[src/rtl/fifo_wr_arbiter_if.sv]
// Write-side bundle between the producers, the arbiter and the FIFO write port.
// The master modport is the arbiter's view; slave is the producer/FIFO view.
interface fifo_wr_arbiter_if #(
    parameter int NREQ = 4,
    parameter int DW   = 8,
    parameter int OW   = 2
);
    logic [NREQ-1:0]    req;
    logic [NREQ*DW-1:0] req_data;
    logic [NREQ-1:0]    req_last;
    logic [NREQ-1:0]    gnt;
    logic               fifo_wr;
    logic [DW-1:0]      fifo_din;
    logic               fifo_full;
    logic               busy;
    logic [OW-1:0]      owner;

    modport master (
        input  req, req_data, req_last, fifo_full,
        output gnt, fifo_wr, fifo_din, busy, owner
    );

    modport slave (
        output req, req_data, req_last, fifo_full,
        input  gnt, fifo_wr, fifo_din, busy, owner
    );
endinterface

[src/rtl/fifo_wr_arbiter.sv]
// Round-robin write arbiter sharing one FIFO write port among NREQ producers.
// A grant lasts until the packet ends, the burst limit is hit or the producer
// withdraws; every write is gated on the FIFO full flag so nothing is dropped.
module fifo_wr_arbiter #(
    parameter int NREQ      = 4,
    parameter int DW        = 8,
    parameter int MAX_BURST = 4,
    parameter int OW        = 2
) (
    input  logic              clk,
    input  logic              rst,
    fifo_wr_arbiter_if.master bus
);

    localparam int IW = $clog2(NREQ);

    localparam logic [1:0] S_IDLE  = 2'd0;
    localparam logic [1:0] S_GRANT = 2'd1;
    localparam logic [1:0] S_STALL = 2'd2;

    localparam logic [3:0] LAST_BEAT = 4'(MAX_BURST - 1);

    logic [1:0]      state_q, state_n;
    logic [NREQ-1:0] gnt_q, gnt_n;
    logic [OW-1:0]   owner_q, owner_n;
    logic [3:0]      cnt_q, cnt_n;

    logic [IW-1:0]   own_idx;
    logic [IW-1:0]   pick;
    logic [DW-1:0]   lanes [NREQ];
    logic            req_own;
    logic            last_own;
    logic            acc;

    assign own_idx  = owner_q[IW-1:0];
    assign req_own  = bus.req[own_idx];
    assign last_own = bus.req_last[own_idx];
    assign acc      = (state_q == S_GRANT) & req_own & ~bus.fifo_full;

    // Split the flat producer data bus into one lane per producer
    always_comb begin
        for (int i = 0; i < NREQ; i++) begin
            lanes[i] = bus.req_data[i*DW +: DW];
        end
    end

    // Round-robin pick: nearest requester after the last owner wins, the last owner itself comes last
    always_comb begin
        int c;
        pick = own_idx;
        c    = 0;
        for (int k = NREQ; k >= 1; k--) begin
            c = (int'(own_idx) + k) % NREQ;
            if (bus.req[c[IW-1:0]]) begin
                pick = c[IW-1:0];
            end
        end
    end

    // Next-state logic for the grant FSM, burst counter and owner
    always_comb begin
        state_n = state_q;
        gnt_n   = gnt_q;
        owner_n = owner_q;
        cnt_n   = cnt_q;
        case (state_q)
            S_IDLE: begin
                if (|bus.req) begin
                    state_n     = S_GRANT;
                    gnt_n       = '0;
                    gnt_n[pick] = 1'b1;
                    owner_n     = OW'(pick);
                    cnt_n       = '0;
                end
            end
            S_GRANT: begin
                if (!req_own) begin
                    state_n = S_IDLE;
                    gnt_n   = '0;
                    cnt_n   = '0;
                end else if (bus.fifo_full) begin
                    state_n = S_STALL;
                end else if (last_own || (cnt_q == LAST_BEAT)) begin
                    state_n = S_IDLE;
                    gnt_n   = '0;
                    cnt_n   = '0;
                end else begin
                    cnt_n = cnt_q + 4'd1;
                end
            end
            S_STALL: begin
                if (!bus.fifo_full) begin
                    state_n = S_GRANT;
                end else if (!req_own) begin
                    state_n = S_IDLE;
                    gnt_n   = '0;
                    cnt_n   = '0;
                end
            end
            default: begin
                state_n = S_IDLE;
                gnt_n   = '0;
                cnt_n   = '0;
            end
        endcase
    end

    // State registers; reset parks the owner on the last producer so producer 0 wins first
    always_ff @(posedge clk) begin
        if (rst) begin
            state_q <= S_IDLE;
            gnt_q   <= '0;
            owner_q <= OW'(NREQ - 1);
            cnt_q   <= '0;
        end else begin
            state_q <= state_n;
            gnt_q   <= gnt_n;
            owner_q <= owner_n;
            cnt_q   <= cnt_n;
        end
    end

    // A word presented while reset is asserted is never written
    assign bus.fifo_wr  = acc & ~rst;
    assign bus.fifo_din = lanes[own_idx];
    assign bus.gnt      = gnt_q;
    assign bus.busy     = (state_q != S_IDLE);
    assign bus.owner    = owner_q;

endmodule

[src/flat_wrapper.sv]
// flat-port wrapper written by rule: the top's interface ports become plain ports
module fifo_wr_arbiter_flat 
#(
    parameter int NREQ      = 4,
    parameter int DW        = 8,
    parameter int MAX_BURST = 4,
    parameter int OW        = 2
)
  (clk, rst, bus_req, bus_req_data, bus_req_last, bus_fifo_full, bus_gnt, bus_fifo_wr, bus_fifo_din, bus_busy, bus_owner);
  fifo_wr_arbiter_if #(.NREQ(NREQ), .DW(DW), .OW(OW)) bus_i ();
  input  logic clk;
  input  logic rst;
  input wire logic [$bits(bus_i.req)-1:0] bus_req;
  input wire logic [$bits(bus_i.req_data)-1:0] bus_req_data;
  input wire logic [$bits(bus_i.req_last)-1:0] bus_req_last;
  input wire logic [$bits(bus_i.fifo_full)-1:0] bus_fifo_full;
  output wire logic [$bits(bus_i.gnt)-1:0] bus_gnt;
  output wire logic [$bits(bus_i.fifo_wr)-1:0] bus_fifo_wr;
  output wire logic [$bits(bus_i.fifo_din)-1:0] bus_fifo_din;
  output wire logic [$bits(bus_i.busy)-1:0] bus_busy;
  output wire logic [$bits(bus_i.owner)-1:0] bus_owner;
  assign bus_i.req = bus_req;
  assign bus_i.req_data = bus_req_data;
  assign bus_i.req_last = bus_req_last;
  assign bus_i.fifo_full = bus_fifo_full;
  assign bus_gnt = bus_i.gnt;
  assign bus_fifo_wr = bus_i.fifo_wr;
  assign bus_fifo_din = bus_i.fifo_din;
  assign bus_busy = bus_i.busy;
  assign bus_owner = bus_i.owner;
  fifo_wr_arbiter #(.NREQ(NREQ), .DW(DW), .MAX_BURST(MAX_BURST), .OW(OW)) u_core (.clk(clk), .rst(rst), .bus(bus_i));
endmodule
[config.mk]
export PLATFORM = sky130hd
export DESIGN_NAME = fifo_wr_arbiter_flat
export DESIGN_NICKNAME = d
export VERILOG_FILES = /design/src/rtl/fifo_wr_arbiter_if.sv /design/src/rtl/fifo_wr_arbiter.sv /design/src/flat_wrapper.sv
export SDC_FILE = /design/constraint.sdc
export NUM_CORES = 1
export LEC_CHECK = 0
export CAP_MARGIN = 5
export CORE_UTILIZATION = 39
export CTS_CLUSTER_DIAMETER = 30
export CTS_CLUSTER_SIZE = 24
export DETAILED_ROUTE_END_ITERATION = 6
export PLACE_DENSITY = 0.86
export SYNTH_ARGS = -nofsm -noshare
export SYNTH_HDL_FRONTEND = slang
export SYNTH_SLANG_ARGS = --single-unit
[constraint.sdc]
create_clock -name clk -period 4.8 [get_ports clk]
set_clock_uncertainty 0.1 [all_clocks]
set_input_delay 0.48 -clock clk [delete_from_list [all_inputs] [get_ports clk]]
set_output_delay 0.48 -clock clk [all_outputs]
set_load 0.03 [all_outputs]
; ---- After elaboration in Yosys (flattened, before gate mapping)
; Cells that the tools add are included.
[word_totals]
reg_bits = 12
out_inout_bits = 16
word_cells = 82
[op_classes]
n_mux = 40
n_eq_ne = 10
n_lt_le_gt_ge = 8
add_sub_neg = 5
reduce_logical = 9
n_bitwise = 6
[ops]
columns = cell, count
row1 = 2-to-1 mux 4 bit, 10
row2 = case mux 4 bit (3 select lines), 2
row3 = 2-to-1 mux 2 bit, 10
row4 = < comparator 2 x 3 -> 1 bit (second input constant), 6
row5 = binary-select mux 8 bit (select 2 bit), 1
row6 = 2-to-1 mux 8 bit, 2
row7 = binary-select mux 1 bit (select 2 bit), 6
row8 = inequality test 3 bit (second input constant), 3
row9 = 2-to-1 mux 1 bit, 7
row10 = case mux 2 bit (3 select lines), 1
row11 = AND reduction 5 bit, 1
row12 = adder 2 x 1 -> 2 bit (second input constant), 2
row13 = adder 2 bit (second input constant), 2
row14 = adder 4 x 1 -> 4 bit (second input constant), 1
row15 = == test 4 x 2 -> 1 bit (second input constant), 1
row16 = inequality test 2 bit (second input constant), 2
row17 = inequality test 4 bit (second input constant), 1
row18 = AND reduction 4 bit, 1
row19 = OR reduction 4 bit, 1
row20 = AND 1 bit, 3
row21 = greater-or-equal comparator 3 bit (second input constant), 1
row22 = inverter 2 -> 3 bit, 1
row23 = AND reduction 3 bit, 1
row24 = demux 1 bit (select 2 bit), 1
row25 = 10 further kinds, 11

; ---- Logic depth before layout (Yosys ltp)
[logic_depth]
ltp_word = 13
mapped_depth = 6

; ---- Worst setup path before layout
; Ideal clock, no wire load.
[synth_path]
kind = flip-flop to output port
start = reg u_core.owner_q[0] (netlist: u_core.bus.owner[0])
end = out bus_fifo_wr
arrival_ps = 1876
path_buffers = 1
setup_slack_ps = 2344
required_time_ps = 4220
path_stages_with_launch = 5
cell_sequence = dfxtp_1 > buf_2 > nand3b_1 > o2bb2ai_2 > nor3b_1
[synth_between]
elab_chain_len = 5
[synth_lines]
columns = element, line_no
row1 = from (decl), fifo_wr_arbiter.sv:25  ; logic [OW-1:0] owner_q, owner_n;
row2 = from (signal assigned), fifo_wr_arbiter.sv:113  ; owner_q <= OW'(NREQ - 1);
row3 = from (signal assigned), fifo_wr_arbiter.sv:118  ; owner_q <= owner_n;
row4 = binary-select mux 1 bit (select 2 bit), fifo_wr_arbiter.sv:36  ; assign req_own = bus.req[own_idx];
row5 = 2-to-1 mux 1 bit (not written as such), fifo_wr_arbiter.sv:36
row6 = AND 1 bit (2 in a row), fifo_wr_arbiter.sv:38  ; assign acc = (state_q == S_GRANT) & req_own & ~bus.fifo_full;
row7 = AND 1 bit, fifo_wr_arbiter.sv:124  ; assign bus.fifo_wr = acc & ~rst;
row8 = to (decl), flat_wrapper.sv:18  ; output wire logic [$bits(bus_i.fifo_wr)-1:0] bus_fifo_wr;
; No other way between the ends. The select of a mux whose other input is x is not followed.

; ---- Final worst setup path
; Ends and elaborated chain as after synthesis.

==> run metrics <==
status completed; internal power around 0.00027 W; sw power 0.000159 W; beginning of the worst hold path u_core.bus.gnt[1]$_SDFFE_PP0P_; average wire per standard cell between 10 and 15 um; H-tree levels 1; Critical R2R Capture u_core.cnt_q[2]$_SDFFE_PP0P_; max_slew headroom 0.390; top post-synthesis cells by count dfxtp_1 (12), mux4_2 (9), nand2b_1 (6), nor2_1 (6), inv_1 (5); NumNets Final between 150 and 200; Crit Path Max Fanout 21; io pins ~60; post-synthesis cell area about 960 um^2; final core area utilization 0.695; WHS Path Cells 1; CP startpoint u_core.bus.owner[0]$_SDFFE_PP1P_; Die Height roughly 52 um; Async S/R FF share, synth 0; # hold bufs at CTS 0; vias around 1000; Slew @ Worst Pin between 0.9 and 1 ns; flop-to-flop setup slack ~2.2 ns; setup_tns 0 ns; dpl hpwl 2.12 mm; clock group share of total power 0.191; placer congestion estimate ~0.78; core area 0.00228 mm^2; Area growth, synth to finish 64.9%; PwrDens roughly 270 mW/mm^2; die area approximately 0.0027 mm^2; total grt overflow 0; fin crit share 0.670; Yosys reg bits 12; # resized after CTS 0; post-layout min period 3.22 ns; Starting Density 0.422; GRT Resource Usage Total 0.212; pin count of the biggest net entering global routing 22; Synth Flop Type dfxtp_1; Skew-Pair Late Insertion Delay 0.28 ns; Worst-path clk slew 0.09 ns; EDFF count, synth 0; sw frac 0.367; ANT cells 0; WS Path Type flip-flop to output port; sequential area share after synthesis 0.250; TritonCTS clock tree yes; share of power burned in registers 0.303; Worst Path Required 4.22 ns; clk sink count 12; vias in the first global route 1052; post-synth top area share 0.250; Worst Setup Start Kind flip-flop; area leader, netlist dfxtp_1; WHS Endpoint u_core.bus.gnt[1]$_SDFFE_PP0P_; Vias/cell 5.77; Leak between 0.5 and 0.6 nW; first-pass GRT wire length 4.18 mm; crit end category output port; most common cell in the netlist dfxtp_1; initial antenna violation count 0; First-pass DRT Iterations 4; Clock Path Buffers 2; Area contributors post-synth dfxtp_1 (25%), mux4_2 (21%), nand2b_1 (3.9%); Num CTS Buffers 3; post-synth cell types between 40 and 50; fraction of layout cells with a size suffix above 1 0.141; syn_nets 136; Max Slew Vio Count 0; DRC 0; CP Data Arrival Time roughly 2.6 ns; yosys warns 0; Worst VDD drop between 0.00015 and 0.0002 V; PortBufs 58; final hold violations 0; Fin Hold WS 0.383 ns; Max-Cap Viols 0; clock root buffer clkbuf_4; synthesized instance count between 90 and 100; type of the most critical hold path flip-flop to flip-flop; Reg2Reg Depth 5; fmax 311 MHz; # rows 17; die width ~52 um; Post-CTS Setup Repair Bufs 0; final setup violation count 0; Post-Route WL 2.65 mm; Avg Inst Size Synth around 10 um^2; Post-DRT Antenna Nets 0; Comb pwr share 0.506; RSZ-0062 raised after global routing no; 1st-iter DRT viols 28; origin of the critical flop-to-flop path u_core.bus.owner[0]$_SDFFE_PP1P_
==> power by group through the flow <==
| stage | Combinational, W | Clock, W | Sequential [W] |
|---|---|---|---|
| after floorplan | 0.000134 | 0 | 0.000129 |
| after global placement | 0.000215 | 0 | 0.000134 |
| after detailed placement | 0.000220 | 0 | 0.000134 |
| after CTS | 0.000221 | 0.0000840 | 0.000131 |
| after global routing | 0.000232 | 0.0000900 | 0.000135 |
| final | 0.000219 | 0.0000829 | 0.000132 |
==> through the flow <==
stage | setup WS [ns] | total power, W | std cells | cell area (um^2)
after floorplan | 2.34 | 0.000263 | 92 | 960
after global placement | 1.90 | 0.000349 | 173 | 1550
after detailed placement | 1.84 | 0.000353 | 173 | 1550
after CTS | 1.56 | 0.000436 | 177 | 1580
after global routing | 1.39 | 0.000457 | 177 | 1580
final | 1.58 | 0.000434 | 177 | 1580
==> how the worst max path moves through the flow <==
| stage | end | cells past startpoint | slack [ns] |
|---|---|---|---|
| finish | bus_fifo_wr | 4 | 1.58 |
| floorplan | bus_fifo_wr | 4 | 2.34 |
| global placement | bus_fifo_wr | 5 | 1.90 |
| CTS | bus_fifo_wr | 4 | 1.56 |
| global route | bus_fifo_wr | 4 | 1.39 |
| detailed placement | bus_fifo_wr | 5 | 1.84 |
==> flip-flops by register name, indices dropped and copies added (netlist names) <==
| register | flops |
|---|---|
| u_core.bus.gnt | 4 |
| u_core.state_q | 2 |
| u_core.cnt_q | 4 |
| u_core.bus.owner | 2 |
==> metal layers <==
| metal | track usage | wire, um |
|---|---|---|
| met2 | 0.420 | 1430 |
| met5 | 0 | 0 |
| met1 | 0.203 | 932 |
| met4 | 0.0586 | 34 |
| met3 | 0.0731 | 261 |
==> critical path, stage by stage, from the launching register on <==
cell and delay (ns):
dfxtp_1 0.93, nand3b_1 0.18, o2bb2ai_2 0.30, nor3b_1 0.24
clkdlybuf4s50_1 0.71
==> cells by family after synthesis <==
family,share of synthesized area
simple gates,0.203
compound gates,0.233
flops,0.250
mux,0.241
buf+inv,0.0495
xor+xnor,0.00913
fa+ha+maj,0.0130
==> final cells by class <==
class	count	area, um^2
Multi-Input combinational cell	70	672
Clock buffer	4	36.3
Inverter	5	18.8
Tap cell	28	35.0
Fill cell	174	693
Timing Repair Buffer	58	581
Sequential cell	12	240
==> cell usage in the layout, fill, tap and decap left out, types with 2 or more instances in the layout <==
master,n
o2bb2ai_1,2
or3b_1,2
clkbuf_4,3
nand2b_1,6
mux4_2,9
nor2_1,6
nor2b_1,2
inv_1,5
nor3b_1,2
clkdlybuf4s50_1,58
a22o_1,2
nand3_1,2
a211o_1,3
dfxtp_1,12
or3_1,2
nand2_1,3
a21oi_1,3
(Power assumes the default switching activity.)
==> patch (same settings) <==
One comparison of `cnt_q` changes from == to >=.
--- a/src/rtl/fifo_wr_arbiter.sv
+++ b/src/rtl/fifo_wr_arbiter.sv
@@ -80,7 +80,7 @@
                     cnt_n   = '0;
                 end else if (bus.fifo_full) begin
                     state_n = S_STALL;
-                end else if (last_own || (cnt_q == LAST_BEAT)) begin
+                end else if (last_own || (cnt_q >= LAST_BEAT)) begin
                     state_n = S_IDLE;
                     gnt_n   = '0;
                     cnt_n   = '0;
Formal check against the unedited RTL: same outputs for any inputs over 10 cycles, from zero or initial values and one cycle with rst high; that may be too few to reach the edited logic, so the function may still have changed.
==> patch against the original RTL <==
  * Routed wire length increased by 2.3%
  * Worst setup slack better by 130 ps
  * Design area up 0.63%
  * Register-to-register slack improved by 70 ps
  * Clock power decreased by 4.9%
  * Sequential power grew 20%
  * First-iteration DRC count shrank 61%
  * Power up 35%
  * Critical path depth unchanged
  * Synthesized area is 1.8% higher
  * Synthesized cell count fell by 1.1%
  * Sequential cell count unchanged
  * Critical path type unchanged
  * Highest routed layer unchanged
==> patch: results (changes against the original RTL) <==
status=complete, no violations (unchanged); synthesized net count=135 (was 136); input/output buffers=58 (unchanged); Peak VDD IR=303 uV (was 197 uV); count of unique library cells instantiated by Yosys=40 (was 44); Async S/R FF share, synth=0% (unchanged); Initial DRC Count=11 (was 28); RePlAce Congestion=0.734 (was 0.777); HPWL after detailed placement=2210 um (was 2120 um); mean post-synth cell area=10.7 um2 (was 10.4 um2); critical path's largest stage delay=890 ps (was 930 ps); Reg2Reg Depth=5 (unchanged); total CTS buffers=3 (unchanged); via count=976 (was 1021); most frequent cells after synthesis=12 x dfxtp_1, 8 x mux4_2, 8 x nand2b_1 (was 12 x dfxtp_1, 9 x mux4_2, 6 x nand2b_1, 6 x nor2_1, 5 x inv_1); critical path peak fanout=20 (was 21); Cell Count, Final, Fillers Out=176 (was 177); share of cells above drive strength 1=15.5% (was 14.1%); Ys Warns=0 (unchanged); Nets=193 (was 194); first-pass GRT wire length=4430 um (was 4180 um); Root Driver=clkbuf_4 (unchanged); total track usage=21.9% (was 21.2%); vias in the first global route=1023 (was 1052); largest net degree at the start of global routing=21 (was 22); Slew @ Worst Pin=865 ps (was 914 ps); Synth area leaders=dfxtp_1 25%, mux4_2 18%, mux2i_1 5.1% (was dfxtp_1 25%, mux4_2 21%, nand2b_1 3.9%); final WL=2710 um (was 2650 um); Placed Cells=172 (was 173); Pleak=0.583 nW (was 0.578 nW); post-synthesis sequential area ratio=24.6% (was 25.0%); initial antenna violation count=0 (unchanged); antenna fix cells=0 (unchanged); Max Root-Sink Buffers=2 (unchanged); CP max stage cell=dfxtp_1 (unchanged); DRT Pass-1 Iters=4 (unchanged); CP arrival=2510 ps (was 2640 ps)
patch: final timing paths:
kind / start / end / slack (ps)
hold reg to reg: u_core.cnt_q[3] / u_core.cnt_q[3] / 380
setup reg to reg: u_core.bus.owner[1] / u_core.cnt_q[1] / 2260
setup / recovery: u_core.bus.owner[1] / bus_fifo_wr / 1710
hold / removal: u_core.cnt_q[3] / u_core.cnt_q[3] / 380
patch: layout make-up:
class,count,area [um2]
clock buffer,4,36.3
multi-input combinational,71,689
fill,184,683
tap,28,35.0
inverter,3,11.3
sequential,12,240
timing repair buffer,58,581
patch: cell families after synthesis:
kind of cell / synth area share, %
AO/OA/AOI/OAI: 16.4
XOR/XNOR: 0.896
adder cells (fa/ha/maj): 1.28
buffers and inverters: 4.86
flip-flops: 24.6
multiplexers: 29.3
AND/OR/NAND/NOR: 22.7
patch: through the flow:
step	setup slack [ps]	instance area, um2	util [%]	total power, mW
3_3_place_gp	1980	1560	68.4	0.503
4_1_cts	1710	1590	70.0	0.591
3_5_place_dp	1940	1560	68.4	0.510
2_1_floorplan	2640	977	-	0.388
5_1_grt	1560	1590	70.0	0.624
6_report	1710	1590	70.0	0.585
patch: where the power goes:
part           switching [mW]  internal [mW]  total [mW]
clock                  0.0327         0.0461      0.0788
combinational           0.163          0.184       0.347
sequential             0.0442          0.115       0.159
total                   0.240          0.345       0.585
patch: layer usage:
metal | vias up | global-route usage (%) | routed length, um
met5 | - | 0 | 0
met3 | 2 | 7.31 | 312
met2 | 51 | 42.5 | 1370
li1 | 470 | - | -
met1 | 453 | 22.9 | 1010
met4 | 0 | 2.70 | 19
